### src/rtl/key_counter_multi.sv
`default_nettype none
// key_counter_multi: debounced N-key front end with press/release/auto-repeat pulses
// driving a packed-BCD up/down/clear counter.  Rev 1.0
module key_counter_multi #(
   parameter int N_KEYS          = 3,
   parameter int DEBOUNCE_CYCLES = 500000,
   parameter int HOLD_CYCLES     = 50000000,
   parameter int REPEAT_CYCLES   = 5000000,
   parameter int DIGITS          = 4
) (
   input  logic                  clk,
   input  logic                  rst,
   input  logic [N_KEYS-1:0]     key_in,
   output logic [N_KEYS-1:0]     key_state,
   output logic [N_KEYS-1:0]     key_press,
   output logic [N_KEYS-1:0]     key_release,
   output logic [N_KEYS-1:0]     key_repeat,
   output logic [4*DIGITS-1:0]   cnt_bcd,
   output logic                  wrap
);

   localparam int DBW   = $clog2(DEBOUNCE_CYCLES);
   localparam int T_MAX = (HOLD_CYCLES > REPEAT_CYCLES) ? HOLD_CYCLES : REPEAT_CYCLES;
   localparam int TW    = $clog2(T_MAX);

   typedef enum logic [1:0] {
      RPT_IDLE   = 2'd0,
      RPT_HOLD   = 2'd1,
      RPT_REPEAT = 2'd2
   } rpt_state_e;

   for (genvar k = 0; k < N_KEYS; k++) begin : g_key
      logic           sync1_q;
      logic           sync2_q;
      logic           level_q;      // accepted raw level, 1 = released
      logic [DBW-1:0] db_cnt_q;
      logic           state_q;
      logic           press_q;
      logic           release_q;
      logic           repeat_q;
      rpt_state_e     rpt_q;
      logic [TW-1:0]  tmr_q;
      logic           flip;

      // The synchronised level has disagreed for DEBOUNCE_CYCLES consecutive samples.
      assign flip = (sync2_q != level_q) && (db_cnt_q == DBW'(DEBOUNCE_CYCLES - 1));

      always_ff @(posedge clk or posedge rst) begin
         if (rst) begin
            sync1_q   <= 1'b1;
            sync2_q   <= 1'b1;
            level_q   <= 1'b1;
            db_cnt_q  <= '0;
            state_q   <= 1'b0;
            press_q   <= 1'b0;
            release_q <= 1'b0;
            repeat_q  <= 1'b0;
            rpt_q     <= RPT_IDLE;
            tmr_q     <= '0;
         end else begin
            sync1_q   <= key_in[k];
            sync2_q   <= sync1_q;
            press_q   <= 1'b0;
            release_q <= 1'b0;
            repeat_q  <= 1'b0;

            if (sync2_q == level_q) begin
               db_cnt_q <= '0;
            end else if (flip) begin
               db_cnt_q  <= '0;
               level_q   <= sync2_q;
               state_q   <= ~sync2_q;
               press_q   <= ~sync2_q;
               release_q <= sync2_q;
            end else begin
               db_cnt_q <= db_cnt_q + DBW'(1);
            end

            if (flip && sync2_q) begin
               rpt_q <= RPT_IDLE;
               tmr_q <= '0;
            end else if (flip && !sync2_q) begin
               rpt_q <= RPT_HOLD;
               tmr_q <= '0;
            end else begin
               case (rpt_q)
                  RPT_IDLE: begin
                     tmr_q <= '0;
                  end
                  RPT_HOLD: begin
                     if (tmr_q == TW'(HOLD_CYCLES - 1)) begin
                        repeat_q <= 1'b1;
                        tmr_q    <= '0;
                        rpt_q    <= RPT_REPEAT;
                     end else begin
                        tmr_q <= tmr_q + TW'(1);
                     end
                  end
                  RPT_REPEAT: begin
                     if (tmr_q == TW'(REPEAT_CYCLES - 1)) begin
                        repeat_q <= 1'b1;
                        tmr_q    <= '0;
                     end else begin
                        tmr_q <= tmr_q + TW'(1);
                     end
                  end
                  default: begin
                     rpt_q <= RPT_IDLE;
                     tmr_q <= '0;
                  end
               endcase
            end
         end
      end

      assign key_state[k]   = state_q;
      assign key_press[k]   = press_q;
      assign key_release[k] = release_q;
      assign key_repeat[k]  = repeat_q;
   end

   logic                cnt_up;
   logic                cnt_dn;
   logic                cnt_clr;
   logic [4*DIGITS-1:0] inc_bcd;
   logic [4*DIGITS-1:0] dec_bcd;
   logic                inc_wrap;
   logic                dec_wrap;
   logic                carry;
   logic                borrow;
   logic [4*DIGITS-1:0] cnt_q;
   logic [4*DIGITS-1:0] cnt_d;
   logic                wrap_q;
   logic                wrap_d;

   assign cnt_up  = key_press[0] | key_repeat[0];
   assign cnt_dn  = key_press[1] | key_repeat[1];
   assign cnt_clr = key_press[2];

   // Digit-serial carry/borrow ripple keeps every nibble in 0..9 without a binary detour.
   always_comb begin
      inc_bcd = cnt_q;
      dec_bcd = cnt_q;
      carry   = 1'b1;
      borrow  = 1'b1;
      for (int i = 0; i < DIGITS; i++) begin
         if (carry) begin
            if (cnt_q[4*i +: 4] == 4'd9) begin
               inc_bcd[4*i +: 4] = 4'd0;
            end else begin
               inc_bcd[4*i +: 4] = cnt_q[4*i +: 4] + 4'd1;
               carry             = 1'b0;
            end
         end
         if (borrow) begin
            if (cnt_q[4*i +: 4] == 4'd0) begin
               dec_bcd[4*i +: 4] = 4'd9;
            end else begin
               dec_bcd[4*i +: 4] = cnt_q[4*i +: 4] - 4'd1;
               borrow            = 1'b0;
            end
         end
      end
      inc_wrap = carry;
      dec_wrap = borrow;
   end

   always_comb begin
      cnt_d  = cnt_q;
      wrap_d = 1'b0;
      if (cnt_clr) begin
         cnt_d = '0;
      end else if (cnt_up && !cnt_dn) begin
         cnt_d  = inc_bcd;
         wrap_d = inc_wrap;
      end else if (cnt_dn && !cnt_up) begin
         cnt_d  = dec_bcd;
         wrap_d = dec_wrap;
      end
   end

   always_ff @(posedge clk or posedge rst) begin
      if (rst) begin
         cnt_q  <= '0;
         wrap_q <= 1'b0;
      end else begin
         cnt_q  <= cnt_d;
         wrap_q <= wrap_d;
      end
   end

   assign cnt_bcd = cnt_q;
   assign wrap    = wrap_q;

endmodule
`default_nettype wire

### config.mk
export PLATFORM = sky130hd
export DESIGN_NAME = key_counter_multi
export DESIGN_NICKNAME = d
export VERILOG_FILES = /design/src/rtl/key_counter_multi.sv
export SDC_FILE = /design/constraint.sdc
export NUM_CORES = 1
export LEC_CHECK = 0
export CAP_MARGIN = 20
export CORE_MARGIN = 5
export CORE_UTILIZATION = 56
export CTS_BUF_LIST = sky130_fd_sc_hd__clkbuf_8
export CTS_CLUSTER_DIAMETER = 150
export CTS_CLUSTER_SIZE = 8
export DETAILED_ROUTE_END_ITERATION = 10
export PLACE_DENSITY = 0.76
export SYNTH_ARGS = -nofsm -noshare
export SYNTH_HDL_FRONTEND = slang
export SYNTH_SLANG_ARGS = --single-unit
### constraint.sdc
create_clock -name clk -period 6.1 [get_ports clk]
set_input_delay 1.525 -clock clk [delete_from_list [all_inputs] [get_ports clk]]
set_output_delay 1.525 -clock clk [all_outputs]
set_load 0.02 [all_outputs]
==> Flow_metrics.wiki, run 1 <==
{| class="wikitable"
! Metric !! Value
|-
| Grt ovf || 0
|-
| Clock slew at reported path FFs || 90 ps
|-
| First-pass GRT wire length || 30,580 um
|-
| Full die area || 19,780 um^2
|-
| Area fraction in and, or, nand and nor cells after synthesis || 26.29%
|-
| Remaining antenna violation count after routing || 0
|-
| Share of total power in combinational logic || 2.1%
|-
| Commonest cells in the netlist || sky130_fd_sc_hd__nor2_1, sky130_fd_sc_hd__dfrtp_1, sky130_fd_sc_hd__xnor2_1, sky130_fd_sc_hd__nand2_1
|-
| Relative max-transition margin || 47.77%
|-
| Fin area || 10,330 um^2
|-
| Via density per instance || 5.643
|-
| Setup TNS || 0 ps
|-
| Die width || 140.6 um
|-
| Post-synthesis compound-gate area fraction || 6.638%
|-
| Max Clock Freq || 282.1 MHz
|-
| ANT cells || 0
|-
| Internal power summed over all cells || 1.614 mW
|-
| Clk network pwr share || 40.7%
|-
| Worst-case clock skew || 13.77 ps
|-
| Via count of the routed design || 7,071
|-
| Max cap viols || 0
|-
| Netlist cell types || 68
|-
| Total wire length after detailed routing || 17,660 um
|-
| Portion of the clock cycle consumed by the worst path in the final layout || 58.12%
|-
| Ports || 34
|-
| Placed insts || 1,221
|-
| Cell class contributing the biggest share of worst-path delay || flip-flops
|-
| Number of filler cells placed in the layout || 1,398
|-
| Worst Hold Margin || 360.8 ps
|-
| Cell Rows || 47
|-
| Core Region || 16,640 um^2
|-
| Switching power total || 0.4866 mW
|-
| Class of the most critical setup path || flip-flop to output pin
|-
| Final hold viol count || 0
|-
| Total global-route track usage || 18.40%
|-
| Nature of the critical path startpoint || flip-flop
|-
| Clock buffer depth || 2
|-
| Biggest fanout along the worst timing path || 21
|-
| Register-to-register setup slack || 3550 ps
|-
| Dominant synthesized flop cell || sky130_fd_sc_hd__dfrtp_1
|-
| Biggest area consumer among synthesized cells || sky130_fd_sc_hd__dfrtp_1
|-
| Highest-delay cell along the critical path || sky130_fd_sc_hd__dfrtp_1
|-
| Proportion of power drawn by flip-flops and latches || 57.2%
|-
| Area of combinational cells with multiple inputs || 4621 um^2
|-
| Proportion of layout cells with a drive suffix above 1 || 6.776%
|-
| Number of pins with negative max-slew slack in the final report || 0
|-
| Required time reported for the critical path endpoint || 4580 ps
|-
| Count of hold-fix buffers inserted at cts || 0
|-
| Nets || 1,049
|-
| Initial standard-cell utilization of the core || 57.42%
|-
| Final cell count without fillers || 1,253
|-
| Count of port buffers added during placement || 33
|-
| Share of the core filled with cells || 62.10%
|-
| Outcome || finished clean
|-
| Estimated wirelength of the detail-placed design || 12,000 um
|-
| Number of gates resized after CTS || 0
|-
| Pwr dens || 203.2 nW/um^2
|-
| Cells traversed along the worst timing path || clkdlybuf4s50_1
|-
| Synth Cell Area || 9557 um^2
|-
| Worst min path class || flip-flop to flip-flop
|-
| RSZ-0062 raised after global routing || false
|-
| Clock H-tree levels || 4
|-
| Worst-case vdd ir drop || 0.1337 mV
|-
| Transition time at the pin with the least slew margin || 780.6 ps
|-
| # setup viols final || 0
|-
| Die height || 140.6 um
|-
| # Post-CTS Setup Buffers || 0
|-
| Number of DRC markers in iteration 0 || 480
|-
| P_leak || 4.051 nW
|-
| EDFF count, synth || 0
|-
| First drt pass iteration count || 5
|-
| Number of cells on the worst reg-to-reg path || 5
|-
| Post-layout total power || 2.100 mW
|-
| Post-Syn Nets || 1,042
|-
| FF+latch area || 4491 um^2
|-
| Post-synthesis share of cell area spent on full adders, half adders and majority gates || 3.142%
|-
| Pin count of the biggest net entering global routing || 143
|-
| Residual DRC || 0
|-
| Hold depth || 0
|-
| Main combinational cell family by area after synthesis || simple AND/OR/NAND/NOR gates
|-
| Fin crit period || 3545 ps
|-
| Switching share of power || 23.17%
|-
| Worst endpoint data arrival time || 2020 ps
|-
| Number of global-route vias before repair || 6,583
|-
| Initial antenna violation count || 0
|-
| Area contributors post-synth || sky130_fd_sc_hd__dfrtp_1, sky130_fd_sc_hd__nor2_1, sky130_fd_sc_hd__xnor2_1
|-
| Area growth from synthesis to layout || 8.143%
|-
| Clock tree from TritonCTS || built
|-
| Multiplexer area fraction after synthesis || 0.4582%
|-
| Cell area reported after detailed placement || 9921 um^2
|-
| Sequential element share of the synthesized area || 46.99%
|-
| Critical path endpoint category || output pin
|-
| Post-Syn Area per Cell || 9.434 um^2
|-
| Number of clock sinks || 179
|-
| Number of buffers created by CTS || 17
|-
| Share of synthesized flip-flops with an asynchronous set or reset || 100.0%
|-
| Post-placement worst setup slack || 3033 ps
|-
| Number of cells produced by synthesis || 1,013
|-
| Number of buffer and inverter instances along the worst setup path || 1
|-
| Xor and xnor fraction of the mapped netlist area || 11.82%
|-
| Total of flip-flops plus latches after synthesis || 179
|-
| Logic depth of the worst setup path including buffers || 1
|-
| Clock latency at the later pin of the worst-skew pair || 470 ps
|-
| Clock Root Buffer || sky130_fd_sc_hd__clkbuf_8
|-
| Critical path's largest stage delay || 810 ps
|-
| Routability-driven placement congestion ratio || 0.8380
|-
| Most frequent cell after synthesis || sky130_fd_sc_hd__nor2_1
|-
| Setup slack of the critical path after layout || 2555 ps
|-
| Number of warning messages in the yosys log || 0
|-
| Detail-routed net length per standard cell || 14.10 um
|-
| Synth top area share || 44.51%
|}
-- power by group through the flow --
stage / registers, mW / clock network [mW] / logic [mW]
3_3_place_gp: 1.22 / 0 / 0.0458
6_report: 1.20 / 0.855 / 0.0441
3_5_place_dp: 1.22 / 0 / 0.0463
4_1_cts: 1.20 / 0.877 / 0.0466
2_1_floorplan: 1.22 / 0 / 0.0340
5_1_grt: 1.20 / 0.932 / 0.0530
-- cells by family (layout without fill, tap and decap cells) --
| kind of cell | Yosys count | after routing |
|---|---|---|
| compound gates | 90 | 90 |
| xor+xnor | 129 | 129 |
| fa+ha+maj | 24 | 24 |
| buf+inv | 92 | 112 |
| flops | 179 | 179 |
| mux | 4 | 4 |
| simple gates | 495 | 495 |
-- path summary, 6_finish.rpt --
path | startpoint | end
min in group asynchronous | rst | g_key[2].tmr_q[1]
worst min register to register | g_key[2].sync1_q | g_key[2].sync2_q
worst max register to register | g_key[1].repeat_q | cnt_bcd[5]
worst max-delay path | cnt_clr | key_press[2]
worst min-delay path | g_key[2].sync1_q | g_key[2].sync2_q
max in group asynchronous | rst | g_key[1].db_cnt_q[16]
-- per-layer routing --
metal	global-route usage, %	routed length (um)	vias to the layer above
li1	-	-	3508
met1	25.14	8427	3428
met2	29.79	8433	113
met3	3.183	565	22
met4	6.578	235	0
met5	0	0	-
-- sequential cells by signal, summed over array words and instances (netlist names) --
signal / flops
g_key.tmr_q: 78
g_key.rpt_q: 6
g_key.press_q: 2
g_key.release_q: 3
g_key.sync2_q: 3
g_key.db_cnt_q: 57
g_key.sync1_q: 3
g_key.state_q: 3
cnt_bcd: 16
g_key.level_q: 3
g_key.repeat_q: 3
wrap: 1
cnt_clr: 1
-- placed cells by master, fill, tap and decap left out, types with 12 or more instances in the layout --
master,n
sky130_fd_sc_hd__clkbuf_8,17
sky130_fd_sc_hd__xnor2_1,73
sky130_fd_sc_hd__nor4_1,22
sky130_fd_sc_hd__clkdlybuf4s50_1,33
sky130_fd_sc_hd__nand2_1,61
sky130_fd_sc_hd__dfrtp_1,170
sky130_fd_sc_hd__nor2_1,187
sky130_fd_sc_hd__a21oi_1,21
sky130_fd_sc_hd__xor2_1,56
sky130_fd_sc_hd__nand4_1,39
sky130_fd_sc_hd__inv_1,43
sky130_fd_sc_hd__and4_1,17
sky130_fd_sc_hd__ha_1,24
sky130_fd_sc_hd__o21ai_0,18
sky130_fd_sc_hd__nor3_1,36
sky130_fd_sc_hd__and2_1,12
sky130_fd_sc_hd__nand3_1,56
-- area by class of cell --
class | count | area share (%)
Multi-Input combinational cell | 742 | 44.71
Sequential cell | 179 | 43.45
Timing Repair Buffer | 36 | 3.535
Tap cell | 220 | 2.663
Clock buffer | 17 | 2.264
Clock inverter | 15 | 1.743
Inverter | 44 | 1.634
Note: power is estimated with default switching activity, not from simulation.
==> inputs of run 2 (changes only) <==
- clock period: 6.1 -> 3.19 ns (I/O delays scaled with it)
==> run 2 against run 1 <==
Effect of this change: register-to-register slack got worse by 2800 ps; power grew 83%; setup slack worse by 2200 ps; critical path type unchanged; clock skew fell by 4.8 ps; count of clock-buffer cells in the layout grew 4; combinational power rose by 96%.
==> Flow_metrics.wiki, run 2 (synthesis gave the netlist of run 1 again) <==
{| class="wikitable"
! Metric !! Value
|-
| Timing endpoint of the critical path || key_press[2]
|-
| Count of hold-fix buffers inserted at cts || 0 (unchanged)
|-
| Share of the core filled with cells || 62.00% (-0.098 points)
|-
| Area growth from synthesis to layout || 7.973%
|-
| Max cap viols || 0 (unchanged)
|-
| Register-to-register setup slack || 720 ps (-2830 ps)
|-
| Clock tree from TritonCTS || built
|-
| Nature of the critical path startpoint || flip-flop
|-
| Share of total power in combinational logic || 2.3% (+0.2 points)
|-
| Post-layout total power || 3.842 mW (+83%)
|-
| Proportion of layout cells with a drive suffix above 1 || 6.480% (-0.30 points)
|-
| Initial antenna violation count || 0 (unchanged)
|-
| Number of buffer and inverter instances along the worst setup path || 1 (unchanged)
|-
| First drt pass iteration count || 6 (+1)
|-
| Ports || 34 (unchanged)
|-
| Internal power summed over all cells || 2.993 mW (+85%)
|-
| R2R Path Start || g_key[2].db_cnt_q[0]
|-
| Die width || 140.6 um (unchanged)
|-
| Cell area reported after detailed placement || 9941 um^2 (+0.20%)
|-
| Cell Rows || 47 (unchanged)
|-
| Post-placement worst setup slack || 758.8 ps (-2275 ps)
|-
| Routability-driven placement congestion ratio || 0.8486 (+1.3%)
|-
| Logic depth of the worst setup path including buffers || 1 (unchanged)
|-
| Clock slew at reported path FFs || 80 ps (about the same)
|-
| Required time reported for the critical path endpoint || 2390 ps (-2190 ps)
|-
| Number of global-route vias before repair || 7,033 (+6.8%)
|-
| Number of gates resized after CTS || 0 (unchanged)
|-
| Transition time at the pin with the least slew margin || 765.4 ps (-15.15 ps)
|-
| Switching power total || 0.8499 mW (+75%)
|-
| Number of cells on the worst reg-to-reg path || 6 (+1)
|-
| Number of filler cells placed in the layout || 1,391 (-0.50%)
|-
| Capture point of the worst reg-to-reg path || g_key[2].db_cnt_q[9]
|-
| Switching share of power || 22.12% (-1.0 points)
|-
| Clock H-tree levels || 4 (unchanged)
|-
| Hold depth || 0 (unchanged)
|-
| P_leak || 4.053 nW (about the same)
|-
| Clock Root Buffer || sky130_fd_sc_hd__clkbuf_8
|-
| Number of flip-flops under the largest register name || 78 (unchanged)
|-
| Cell class contributing the biggest share of worst-path delay || flip-flops
|-
| Fin crit period || 2816 ps
|-
| Pin count of the biggest net entering global routing || 96 (-33%)
|-
| Proportion of power drawn by flip-flops and latches || 59.8% (+2.6 points)
|-
| Via density per instance || 5.649 (+0.10%)
|-
| Remaining antenna violation count after routing || 0 (unchanged)
|-
| Max Clock Freq || 355.1 MHz
|-
| Outcome || finished clean
|-
| Biggest fanout along the worst timing path || 21 (unchanged)
|-
| Highest-delay cell along the critical path || sky130_fd_sc_hd__dfrtp_1
|-
| Number of pins with negative max-slew slack in the final report || 0 (unchanged)
|-
| Largest register by flop count || g_key.tmr_q
|-
| Cells traversed along the worst timing path || clkdlybuf4s50_1
|-
| Number of DRC markers in iteration 0 || 422 (-12%)
|-
| Number of buffers created by CTS || 17 (unchanged)
|-
| Grt ovf || 0 (unchanged)
|-
| Top library cells by usage in the layout, fill and taps aside || sky130_fd_sc_hd__nor2_1, sky130_fd_sc_hd__dfrtp_1, sky130_fd_sc_hd__xnor2_1, sky130_fd_sc_hd__nand2_1
|-
| Setup slack of the critical path after layout || 374.2 ps (-2181 ps)
|-
| Area of combinational cells with multiple inputs || 4621 um^2 (unchanged)
|-
| Nets || 1,050 (+0.095%)
|-
| Total wire length after detailed routing || 17,750 um (+0.50%)
|-
| Detail-routed net length per standard cell || 14.15 um (+0.42%)
|-
| Final cell count without fillers || 1,254 (+0.080%)
|-
| Residual DRC || 0 (unchanged)
|-
| Clock buffer depth || 2 (unchanged)
|-
| FF+latch area || 4491 um^2 (unchanged)
|-
| Estimated wirelength of the detail-placed design || 12,110 um (+0.91%)
|-
| Initial standard-cell utilization of the core || 57.42% (unchanged)
|-
| Worst endpoint data arrival time || 2020 ps (about the same)
|-
| Worst-case clock skew || 8.960 ps (-4.813 ps)
|-
| # setup viols final || 0 (unchanged)
|-
| Worst-case vdd ir drop || 0.2578 mV (+93%)
|-
| Full die area || 19,780 um^2 (unchanged)
|-
| Count of port buffers added during placement || 33 (unchanged)
|-
| Die height || 140.6 um (unchanged)
|-
| Commonest non-fill, non-tap cell in the layout || sky130_fd_sc_hd__nor2_1
|-
| Placed insts || 1,222 (+0.082%)
|-
| Core Region || 16,640 um^2 (unchanged)
|-
| Number of clock sinks || 179 (unchanged)
|-
| ANT cells || 0 (unchanged)
|-
| Worst Hold Margin || 359.9 ps (-0.8780 ps)
|-
| Setup TNS || 0 ps (unchanged)
|-
| Worst min path class || flip-flop to flip-flop
|-
| Clk network pwr share || 38.0% (-2.7 points)
|-
| Launching instance or port of the critical path || cnt_clr
|-
| Total global-route track usage || 19.06% (+0.65 points)
|-
| Critical path endpoint category || output pin
|-
| Relative max-transition margin || 48.50% (+0.73 points)
|-
| Final hold viol count || 0 (unchanged)
|-
| First-pass GRT wire length || 32,020 um (+4.7%)
|-
| Clock latency at the later pin of the worst-skew pair || 460 ps (about the same)
|-
| Class of the most critical setup path || flip-flop to output pin
|-
| RSZ-0062 raised after global routing || false
|-
| # Post-CTS Setup Buffers || 0 (unchanged)
|-
| Portion of the clock cycle consumed by the worst path in the final layout || 88.27%
|-
| Pwr dens || 372.4 nW/um^2 (+83%)
|-
| Critical path's largest stage delay || 800 ps (about the same)
|-
| Fin area || 10,320 um^2 (-0.16%)
|-
| Via count of the routed design || 7,084 (+0.18%)
|}
## run 2: power groups by stage
stage / logic, mW / registers, mW / clock network (mW)
5_1_grt: 0.103 / 2.30 / 1.61
4_1_cts: 0.0914 / 2.30 / 1.52
2_1_floorplan: 0.0651 / 2.34 / 0
3_5_place_dp: 0.0914 / 2.34 / 0
3_3_place_gp: 0.0892 / 2.34 / 0
6_report: 0.0866 / 2.30 / 1.46
## run 2: worst min path at each step
stage / startpoint / endpoint / slack, ps
floorplan: g_key[0].sync1_q / g_key[0].sync2_q / 350
global placement: g_key[2].sync1_q / g_key[2].sync2_q / 350
detailed placement: g_key[0].sync1_q / g_key[0].sync2_q / 350
CTS: g_key[2].sync1_q / g_key[2].sync2_q / 360
global route: g_key[2].sync1_q / g_key[2].sync2_q / 360
finish: g_key[0].sync1_q / g_key[0].sync2_q / 360
## run 2: layout make-up
type                            instances  share of cell area, %
Clock inverter                         11                 0.8609
Clock buffer                           21                  2.801
Tap cell                              220                  2.668
Timing Repair Buffer                   37                  3.735
Sequential cell                       179                  43.52
Inverter                               44                  1.637
Multi-Input combinational cell        742                  44.78
## run 2: metal layers
| layer | share of wire [%] | up-vias | global-route usage [%] |
|---|---|---|---|
| met4 | 1.5 | 0 | 6.221 |
| met3 | 3.6 | 22 | 3.522 |
| met5 | 0 | - | 0 |
| li1 | - | 3491 | - |
| met1 | 47 | 3456 | 26.18 |
| met2 | 47 | 115 | 30.82 |
